<file path="src/rtl/cordic_sincos_gen.sv">
// cordic_sincos_gen: regenerates raw cx/cy encoder samples from a first-quadrant
// angle plus quadrant code using an iterative rotation-mode CORDIC, quadrant unfold,
// and per-axis amplitude/DC scaling with saturation.
// Optional build macro SINCOS_ROUND_EN: round half up in the scaling stage
// (default build floors the scaled product).
module cordic_sincos_gen #(
  parameter int ITER   = 16,
  parameter int CX_DC  = 17685,
  parameter int CY_DC  = 16800,
  parameter int CX_AMP = 3362,
  parameter int CY_AMP = 3193
) (
  input  logic        clk,
  input  logic        rst,
  input  logic        in_valid,
  output logic        in_ready,
  input  logic [16:0] theta_in,
  input  logic [1:0]  quad_in,
  output logic        out_valid,
  input  logic        out_ready,
  output logic [15:0] cx_out,
  output logic [15:0] cy_out
);

  localparam int unsigned TH_W      = 17;
  localparam int unsigned XY_W      = 18;
  localparam int unsigned P_W       = 34;
  localparam int unsigned OUT_W     = 16;
  localparam int unsigned I_W       = 4;
  localparam int unsigned FRAC_W    = 14;
  localparam int          THETA_MAX = 25736;
  localparam int          X_INIT    = 9949;
  localparam int          OUT_MAX   = 32767;
  localparam int          OUT_MIN   = -32768;

  typedef enum logic [2:0] {
    S_IDLE,
    S_ROT,
    S_UNFOLD,
    S_SCALE,
    S_HOLD
  } state_t;

  state_t                    state_q;
  logic signed [XY_W-1:0]    x_q, y_q;
  logic signed [TH_W-1:0]    z_q;
  logic        [I_W-1:0]     i_q;
  logic        [1:0]         quad_q;
  logic signed [XY_W-1:0]    cu_q, su_q;

  logic signed [TH_W-1:0]    theta_s;
  logic signed [TH_W-1:0]    theta_d;
  logic                      dir;
  logic signed [XY_W-1:0]    x_sh, y_sh;
  logic signed [TH_W-1:0]    atan_v;
  logic signed [XY_W-1:0]    x_d, y_d;
  logic signed [TH_W-1:0]    z_d;
  logic signed [XY_W-1:0]    cu_d, su_d;
  logic signed [P_W-1:0]     prod_cx, prod_cy;
  logic signed [P_W-1:0]     sum_cx, sum_cy;
  logic        [OUT_W-1:0]   cx_d, cy_d;

  // arctangent of 2^-idx in Q14 radians
  function automatic logic signed [TH_W-1:0] atan_lut(input logic [I_W-1:0] idx);
    case (idx)
      4'd0:    atan_lut = TH_W'(12868);
      4'd1:    atan_lut = TH_W'(7596);
      4'd2:    atan_lut = TH_W'(4014);
      4'd3:    atan_lut = TH_W'(2037);
      4'd4:    atan_lut = TH_W'(1023);
      4'd5:    atan_lut = TH_W'(512);
      4'd6:    atan_lut = TH_W'(256);
      4'd7:    atan_lut = TH_W'(128);
      4'd8:    atan_lut = TH_W'(64);
      4'd9:    atan_lut = TH_W'(32);
      4'd10:   atan_lut = TH_W'(16);
      4'd11:   atan_lut = TH_W'(8);
      4'd12:   atan_lut = TH_W'(4);
      4'd13:   atan_lut = TH_W'(2);
      4'd14:   atan_lut = TH_W'(1);
      default: atan_lut = TH_W'(0);
    endcase
  endfunction

  // clip a wide signed sum into the 16-bit output range
  function automatic logic [OUT_W-1:0] sat16(input logic signed [P_W-1:0] v);
    if (v > P_W'(OUT_MAX))      sat16 = OUT_W'(OUT_MAX);
    else if (v < P_W'(OUT_MIN)) sat16 = OUT_W'(OUT_MIN);
    else                        sat16 = v[OUT_W-1:0];
  endfunction

  assign in_ready = (state_q == S_IDLE);

  // clamp incoming angle to the legal first-quadrant range
  always_comb begin
    theta_s = $signed(theta_in);
    theta_d = theta_s;
    if (theta_s < TH_W'(0))              theta_d = TH_W'(0);
    else if (theta_s > TH_W'(THETA_MAX)) theta_d = TH_W'(THETA_MAX);
  end

  // one CORDIC micro-rotation driven toward z = 0
  always_comb begin
    dir    = ~z_q[TH_W-1];
    x_sh   = x_q >>> i_q;
    y_sh   = y_q >>> i_q;
    atan_v = atan_lut(i_q);
    x_d    = dir ? (x_q - y_sh)   : (x_q + y_sh);
    y_d    = dir ? (y_q + x_sh)   : (y_q - x_sh);
    z_d    = dir ? (z_q - atan_v) : (z_q + atan_v);
  end

  // map first-quadrant cos/sin onto the requested quadrant
  always_comb begin
    cu_d = x_q;
    su_d = y_q;
    case (quad_q)
      2'd1:    begin cu_d = -y_q; su_d = x_q;  end
      2'd2:    begin cu_d = -x_q; su_d = -y_q; end
      2'd3:    begin cu_d = y_q;  su_d = -x_q; end
      default: begin cu_d = x_q;  su_d = y_q;  end
    endcase
  end

  // amplitude scaling, DC offset and saturation
  always_comb begin
    prod_cx = P_W'(cu_q) * P_W'(CX_AMP);
    prod_cy = P_W'(su_q) * P_W'(CY_AMP);
`ifdef SINCOS_ROUND_EN
    prod_cx = prod_cx + P_W'(2 ** (FRAC_W - 1));
    prod_cy = prod_cy + P_W'(2 ** (FRAC_W - 1));
`endif
    sum_cx = (prod_cx >>> FRAC_W) + P_W'(CX_DC);
    sum_cy = (prod_cy >>> FRAC_W) + P_W'(CY_DC);
    cx_d   = sat16(sum_cx);
    cy_d   = sat16(sum_cy);
  end

  // control FSM with datapath and registered outputs
  always_ff @(posedge clk) begin
    if (rst) begin
      state_q   <= S_IDLE;
      x_q       <= '0;
      y_q       <= '0;
      z_q       <= '0;
      i_q       <= '0;
      quad_q    <= '0;
      cu_q      <= '0;
      su_q      <= '0;
      out_valid <= 1'b0;
      cx_out    <= OUT_W'(CX_DC);
      cy_out    <= OUT_W'(CY_DC);
    end else begin
      case (state_q)
        S_IDLE: begin
          if (in_valid) begin
            x_q     <= XY_W'(X_INIT);
            y_q     <= '0;
            z_q     <= theta_d;
            quad_q  <= quad_in;
            i_q     <= '0;
            state_q <= S_ROT;
          end
        end
        S_ROT: begin
          x_q <= x_d;
          y_q <= y_d;
          z_q <= z_d;
          i_q <= i_q + I_W'(1);
          if (i_q == I_W'(ITER - 1)) state_q <= S_UNFOLD;
        end
        S_UNFOLD: begin
          cu_q    <= cu_d;
          su_q    <= su_d;
          state_q <= S_SCALE;
        end
        S_SCALE: begin
          cx_out    <= cx_d;
          cy_out    <= cy_d;
          out_valid <= 1'b1;
          state_q   <= S_HOLD;
        end
        S_HOLD: begin
          if (out_ready) begin
            out_valid <= 1'b0;
            state_q   <= S_IDLE;
          end
        end
        default: state_q <= S_IDLE;
      endcase
    end
  end

endmodule

</file>
<file path="config.mk">
export PLATFORM = sky130hd
export DESIGN_NAME = cordic_sincos_gen
export DESIGN_NICKNAME = d
export VERILOG_FILES = /design/src/rtl/cordic_sincos_gen.sv
export SDC_FILE = /design/constraint.sdc
export NUM_CORES = 1
export LEC_CHECK = 0
export ABC_AREA = 1
export BUFFER_PORTS_ARGS = -buffer_cell sky130_fd_sc_hd__buf_2
export CAP_MARGIN = 20
export CORE_MARGIN = 10
export CORE_UTILIZATION = 41
export DETAILED_ROUTE_END_ITERATION = 8
export GPL_TIMING_DRIVEN = 0
export PLACE_DENSITY = 0.64
export SLEW_MARGIN = 20
export SYNTH_ARGS = -nofsm -noshare
export SYNTH_HDL_FRONTEND = slang
export SYNTH_SLANG_ARGS = --single-unit
</file>
<file path="constraint.sdc">
create_clock -name clk -period 7.2 [get_ports clk]
set_input_delay 1.08 -clock clk [delete_from_list [all_inputs] [get_ports clk]]
set_output_delay 1.08 -clock clk [all_outputs]
set_load 0.02 [all_outputs]
</file>
Word level (Yosys, flattened, before mapping). Memories as Yosys holds them, arrays and structs flattened. A register that Yosys moved wholly into a read port is not among the register bits. Cells that the tools add are included.

Memories kept: 1. Bits in registers: 131. Bits in read-only memories: 224. Output and inout bits: 34.

Equality and inequality tests: 11. Muxes and demuxes: 27. Reductions and logical operators: 7. $lt $le $gt $ge: 6. Add/sub/neg operators: 11. Shift-type cells: 2. $mul: 2.

Memory list: (no name shown) (depth 16, width 14, read ports 1, clocked after Yosys merged registers in 1, wr ports 0, line 65) `case (idx)`.

Operators with widths (count): $pmux W18 S3 (2); $mux W18 (4); $pmux W18 S2 (2); $mux W17 (4); $mux W16 (4); $add A17 B16 Y18 const B (2); $add A18 B18 Y18 (2); $gt A18 B16 Y1 const B (2); $lt A18 B16 Y1 const B (2); $neg A18 Y18 (2); $sshr A18 B4 Y18 (2); $sub A18 B18 Y18 (2); $pmux W17 S2 (1); $mul A18 B13 Y31 const B (1); $mul A18 B12 Y30 const B (1); $add A17 B17 Y17 (1); $gt A17 B16 Y1 const B (1); $lt A17 B1 Y1 const B (1); $sub A17 B17 Y17 (1); $pmux W3 S5 (1); $mux W4 (3); $mux W3 (3); $pmux W4 S2 (1); $eq A3 B2 Y1 const B (2); other kinds (13) (19).

Longest topological paths before layout.
Depth after elaboration: 5. Depth in mapped cells: 32. Depth with buffers taken out: 32.

Worst setup path before layout. No wires, ideal clock.

Path type: reg-to-reg. Start: register su_q[11]. End: register cy_out[6]. Period minus slack after synthesis: 5.147 ns. Cell stages (with the launch flop): 28. Arrival: 5.038 ns. Path slack: 2.053 ns. Path buffers: 1. Data required time: 7.091 ns. Setup time: 0.109 ns. Cells stage by stage: dfxtp_1 -> fa_1 -> ha_1 -> fa_1 -> fa_1 -> inv_1 -> fa_1 -> inv_1 -> ha_1 -> nand2_1 -> o21a_1 -> o21bai_1 -> inv_1 -> nand2_1 -> nand2_1 -> and2_1 -> ha_1 -> inv_1 -> nand3_2 -> nand3_1 -> nand2_1 -> nor2_1 -> nand2_2 -> buf_6 -> nand2_1 -> nand3_1 -> nand2_1 -> inv_1.

Longest elaborated chain between the ends: 5.

RTL lines: start, declared (line 49) `logic signed [XY_W-1:0] cu_q, su_q;`; start signal, assigned (line 174) `su_q <= su_d;`; $mul A18 B13 Y31 (*) (line 128) `prod_cy = P_W'(su_q) * P_W'(CY_AMP);`; $add A17 B16 Y18 (*) (line 134) `sum_cy = (prod_cy >>> FRAC_W) + P_W'(CY_DC);`; $lt A18 B16 Y1 (line 88) `else if (v < P_W'(OUT_MIN)) sat16 = OUT_W'(OUT_MIN);`; $mux W16 (line 88); $mux W16 (*) (line 87) `if (v > P_W'(OUT_MAX)) sat16 = OUT_W'(OUT_MAX);`; end signal, assigned (line 152) `cy_out <= OUT_W'(CY_DC);`; end signal, assigned (line 179) `cy_out <= cy_d;`; end, declared (line 22) `output logic [15:0] cy_out`.

Mark *: on every way between the ends. The rest lies on a longest branch, timed or not. A chain may end at the register's enable or synchronous reset.

Final worst setup path.
Start: register su_q[14]. End: register cy_out[13].

The elaborated chain is that of the path after synthesis.

==> results.sh <==
export IMPL_run_status="finished clean"
export IMPL_ys_async_sr_fraction_pct=0
export IMPL_timing_slew_headroom_pct=27.9
export IMPL_numCtsBuffers=17
export IMPL_worst_skew_pair_late_latency_ns=0.46
export IMPL_finalClockSkew_ns=0.0225
export IMPL_worst_ep_arrival_time_ns=6.20
export IMPL_detail_route_wirelength_mm=58.7
export IMPL_postCtsSetupRepairBufs=0
export IMPL_grt_ovfl_total=0
export IMPL_timing_critical_path_to_type="flip-flop"
export IMPL_cp_top_family="adder cells"
export IMPL_min_to="cy_out[8]"
export IMPL_detailedRoute_firstIterationViolations=1377
export IMPL_critPathLaunch="su_q[14]"
export IMPL_max_vdd_ir_drop_v=0.000213
export IMPL_cts_reportedPaths_clkPinSlew_ns=0.06
export IMPL_critical_path_startpoint_type="flip-flop"
export IMPL_hold_ws_ns=0.463
export IMPL_layout_drive_gt1_share_pct=7.36
export IMPL_drv_cap=0
export IMPL_area_growth_synth_to_final_pct=8.43
export IMPL_ys_seq_elements=145
export IMPL_critical_path_peak_fanout=10
export IMPL_ys_seq_area_share_pct=14.2
export IMPL_grt_max_degree=17
export IMPL_critPathKind="reg -> reg"
export IMPL_die_height_um=243
export IMPL_timing_critical_path_required_ns=7.54
export IMPL_period_minus_slack_ns=5.86
export IMPL_fp_dieArea_um2=59100
export IMPL_finalWorstSetupSlack_ns=1.34
export IMPL_synth_area_leaders="ha_1 (16%), dfxtp_1 (14%), nand2_1 (12%)"
export IMPL_yosysWarnings=0
export IMPL_cts_htree_levels=4
export IMPL_synth_cell_area_um2=20400
export IMPL_cp_buffers_inverters=6
export IMPL_grt_antenna_before_repair=0
export IMPL_clock_net_sink_count=145
export IMPL_synth_avg_cell_area_um2=6.88
export IMPL_initial_utilization_pct=41.6
export IMPL_fp_coreArea_um2=49100
export IMPL_hp_class="reg -> reg"
export IMPL_pwr_density_cell_nw_per_um2=305
export IMPL_dr_pass1_iters=6
export IMPL_grt_setup_unrepaired="no"
export IMPL_r2r_slack_ns=1.34
export IMPL_final_ant_viol_nets=0
export IMPL_first_global_vias=18544
export IMPL_fill_cells=5172
export IMPL_gp_congestion=0.992
export IMPL_avgViaCountPerCell=5.19
export IMPL_slowest_stage="dfxtp_1"
export IMPL_worst_hold_startpoint="cy_out[8]"
export IMPL_final_period_utilization_pct=81.4
export IMPL_postCtsHoldBufs=0
export IMPL_routedWlPerCell_um=15.8
export IMPL_synth_edff_count=0
export IMPL_cts_root_buf="clkbuf_16"
export IMPL_detail_route_drc_violations=0
export IMPL_hold_path_depth=2
export IMPL_top_level_ports=57
export IMPL_place_hpwl_mm=48.8
export IMPL_grt_total_usage_pct=19.6
export IMPL_antenna_diode_count=0
export IMPL_ys_dominant_reg_cell="dfxtp_1"
export IMPL_cts_tree="done"
export IMPL_max_stage_delay_ns=0.65
export IMPL_ctsResizeCount=0
export IMPL_crit_path_frequent_cell="inv_1"
export IMPL_detailedPlace_worstSlack_ns=1.30
export IMPL_setup_viol=0
export IMPL_yosys_cell_types_count=60
export IMPL_dr_total_vias=19286
export IMPL_netlist_area_leader_share_pct=15.7
export IMPL_final_hold_viol_count=0
export IMPL_syn_nets=3368
export IMPL_cts_root_to_sink_buffers=2
export IMPL_yosys_area_top_type="ha_1"
export IMPL_nets=3444
export IMPL_floorplan_rows=81
export IMPL_worst_pin_slew_ns=1.08
export IMPL_setup_tns_ns=0
export IMPL_syn_instance_count=2966
export IMPL_die_width_um=243
export IMPL_critical_path_reg2reg_startpoint="su_q[14]"
export IMPL_buffer_ports_inserted=56
export IMPL_crit_reg2reg_capture="cy_out[13]"
export IMPL_power_static_leakage_nw=11.5
export IMPL_reg2reg_depth=26
export IMPL_slew_limit_fails=0
export IMPL_clock_fmax_ghz=0.171
export IMPL_first_pass_grt_wire_length_mm=95.5
export IMPL_post_layout_total_power_mw=6.76
cells by family (layout without fill, tap and decap cells):
kind of cell | after synthesis | count (layout) | share of synthesized area, %
mux | 12 | 12 | 0.588
compound gates | 648 | 648 | 17.7
flops | 145 | 145 | 14.2
simple gates | 1140 | 1140 | 24.2
xor+xnor | 123 | 123 | 5.55
buf+inv | 519 | 608 | 10.0
fa+ha+maj | 379 | 379 | 27.8
layout make-up:
cell class | instances | area (um^2) | share of cell area [%]
Sequential cell | 145 | 2900 | 13.1
Tap cell | 664 | 831 | 3.75
Inverter | 426 | 1600 | 7.22
Multi-Input combinational cell | 2302 | 15500 | 69.9
Buffer | 93 | 444 | 2.01
Clock inverter | 11 | 128 | 0.577
Clock buffer | 21 | 470 | 2.13
Timing Repair Buffer | 57 | 288 | 1.30
per-stage QoR:
| step | utilization [%] | cells | cell area (um^2) |
|---|---|---|---|
| after global routing | 45.1 | 3719 | 22100 |
| after CTS | 45.1 | 3719 | 22100 |
| after global placement | 43.9 | 3686 | 21500 |
| final | 45.1 | 3719 | 22100 |
| after detailed placement | 43.9 | 3687 | 21500 |
| after floorplan | - | 2966 | 20400 |
synthesized netlist by cell type, types with 4 or more instances:
cell type	count
a21oi_2	5
nand3_1	124
fa_1	123
nand4_1	25
clkbuf_1	70
nor3_1	25
o2111ai_1	7
o21bai_1	16
inv_2	15
nand3_2	8
o21a_1	6
xnor2_1	40
mux2i_1	12
dfxtp_1	145
o221ai_1	16
or2_2	11
ha_1	256
nand3b_1	4
buf_6	10
nand2_1	665
nor2_4	4
nor2_2	14
nor4_1	7
xor2_1	77
o22ai_1	31
nand2_2	27
o31ai_1	4
a221oi_1	5
a21o_1	6
buf_2	10
a31oi_1	24
o21ai_1	39
and2_1	6
o211ai_1	13
inv_1	410
a21oi_1	248
nor2_1	199
o21ai_0	215
nand2_4	6
nor3_2	4
power by group:
group / total, mW / internal [mW] / switching (mW)
clock: 0.921 / 0.540 / 0.381
combinational: 4.64 / 1.65 / 2.99
sequential: 1.20 / 0.936 / 0.263
total: 6.76 / 3.12 / 3.64
registers in the layout, indices dropped and copies added (netlist names):
name and flops:
cu_q 18, su_q 18, x_q 18, y_q 18, z_q 17, cx_out 16, cy_out 16, atan_v 14
i_q 4, state_q 3, quad_q 2, out_valid 1
worst max-delay path by stage:
stage | end | slack, ns | cells after the start
final | cy_out[13] | 1.34 | 26
after global routing | cy_out[13] | 0.91 | 28
after CTS | cy_out[13] | 1.28 | 26
after detailed placement | cy_out[13] | 1.30 | 26
after global placement | cy_out[13] | 1.31 | 26
after floorplan | cy_out[6] | 2.05 | 27
routing by layer:
metal | GRT usage (%) | share of wire (%) | wire length, um | up-vias
met4 | 6.69 | 3.2 | 1860 | 0
met2 | 32.2 | 45 | 26200 | 489
met5 | 0 | 0 | 0 | -
li1 | - | - | - | 9923
met3 | 2.43 | 5.3 | 3090 | 90
met1 | 26.0 | 47 | 27600 | 8784
layout by cell type, fill, tap and decap left out, types with 27 or more instances in the layout:
| cell | n |
|---|---|
| inv_1 | 410 |
| buf_2 | 66 |
| o22ai_1 | 31 |
| ha_1 | 256 |
| nor2_1 | 199 |
| nand2_1 | 665 |
| a21oi_1 | 248 |
| clkbuf_1 | 71 |
| nand3_1 | 124 |
| xnor2_1 | 40 |
| nand2_2 | 27 |
| o21ai_0 | 215 |
| dfxtp_1 | 145 |
| o21ai_1 | 39 |
| xor2_1 | 77 |
| fa_1 | 123 |
worst min-delay path: cells and delay by family, from the launching register on:
family / cells / cell delay, ns
AO/OA/AOI/OAI: 1 / 0.06
flip-flops: 1 / 0.32
AND/OR/NAND/NOR: 1 / 0.05
Power figures use the tool's default switching activity.
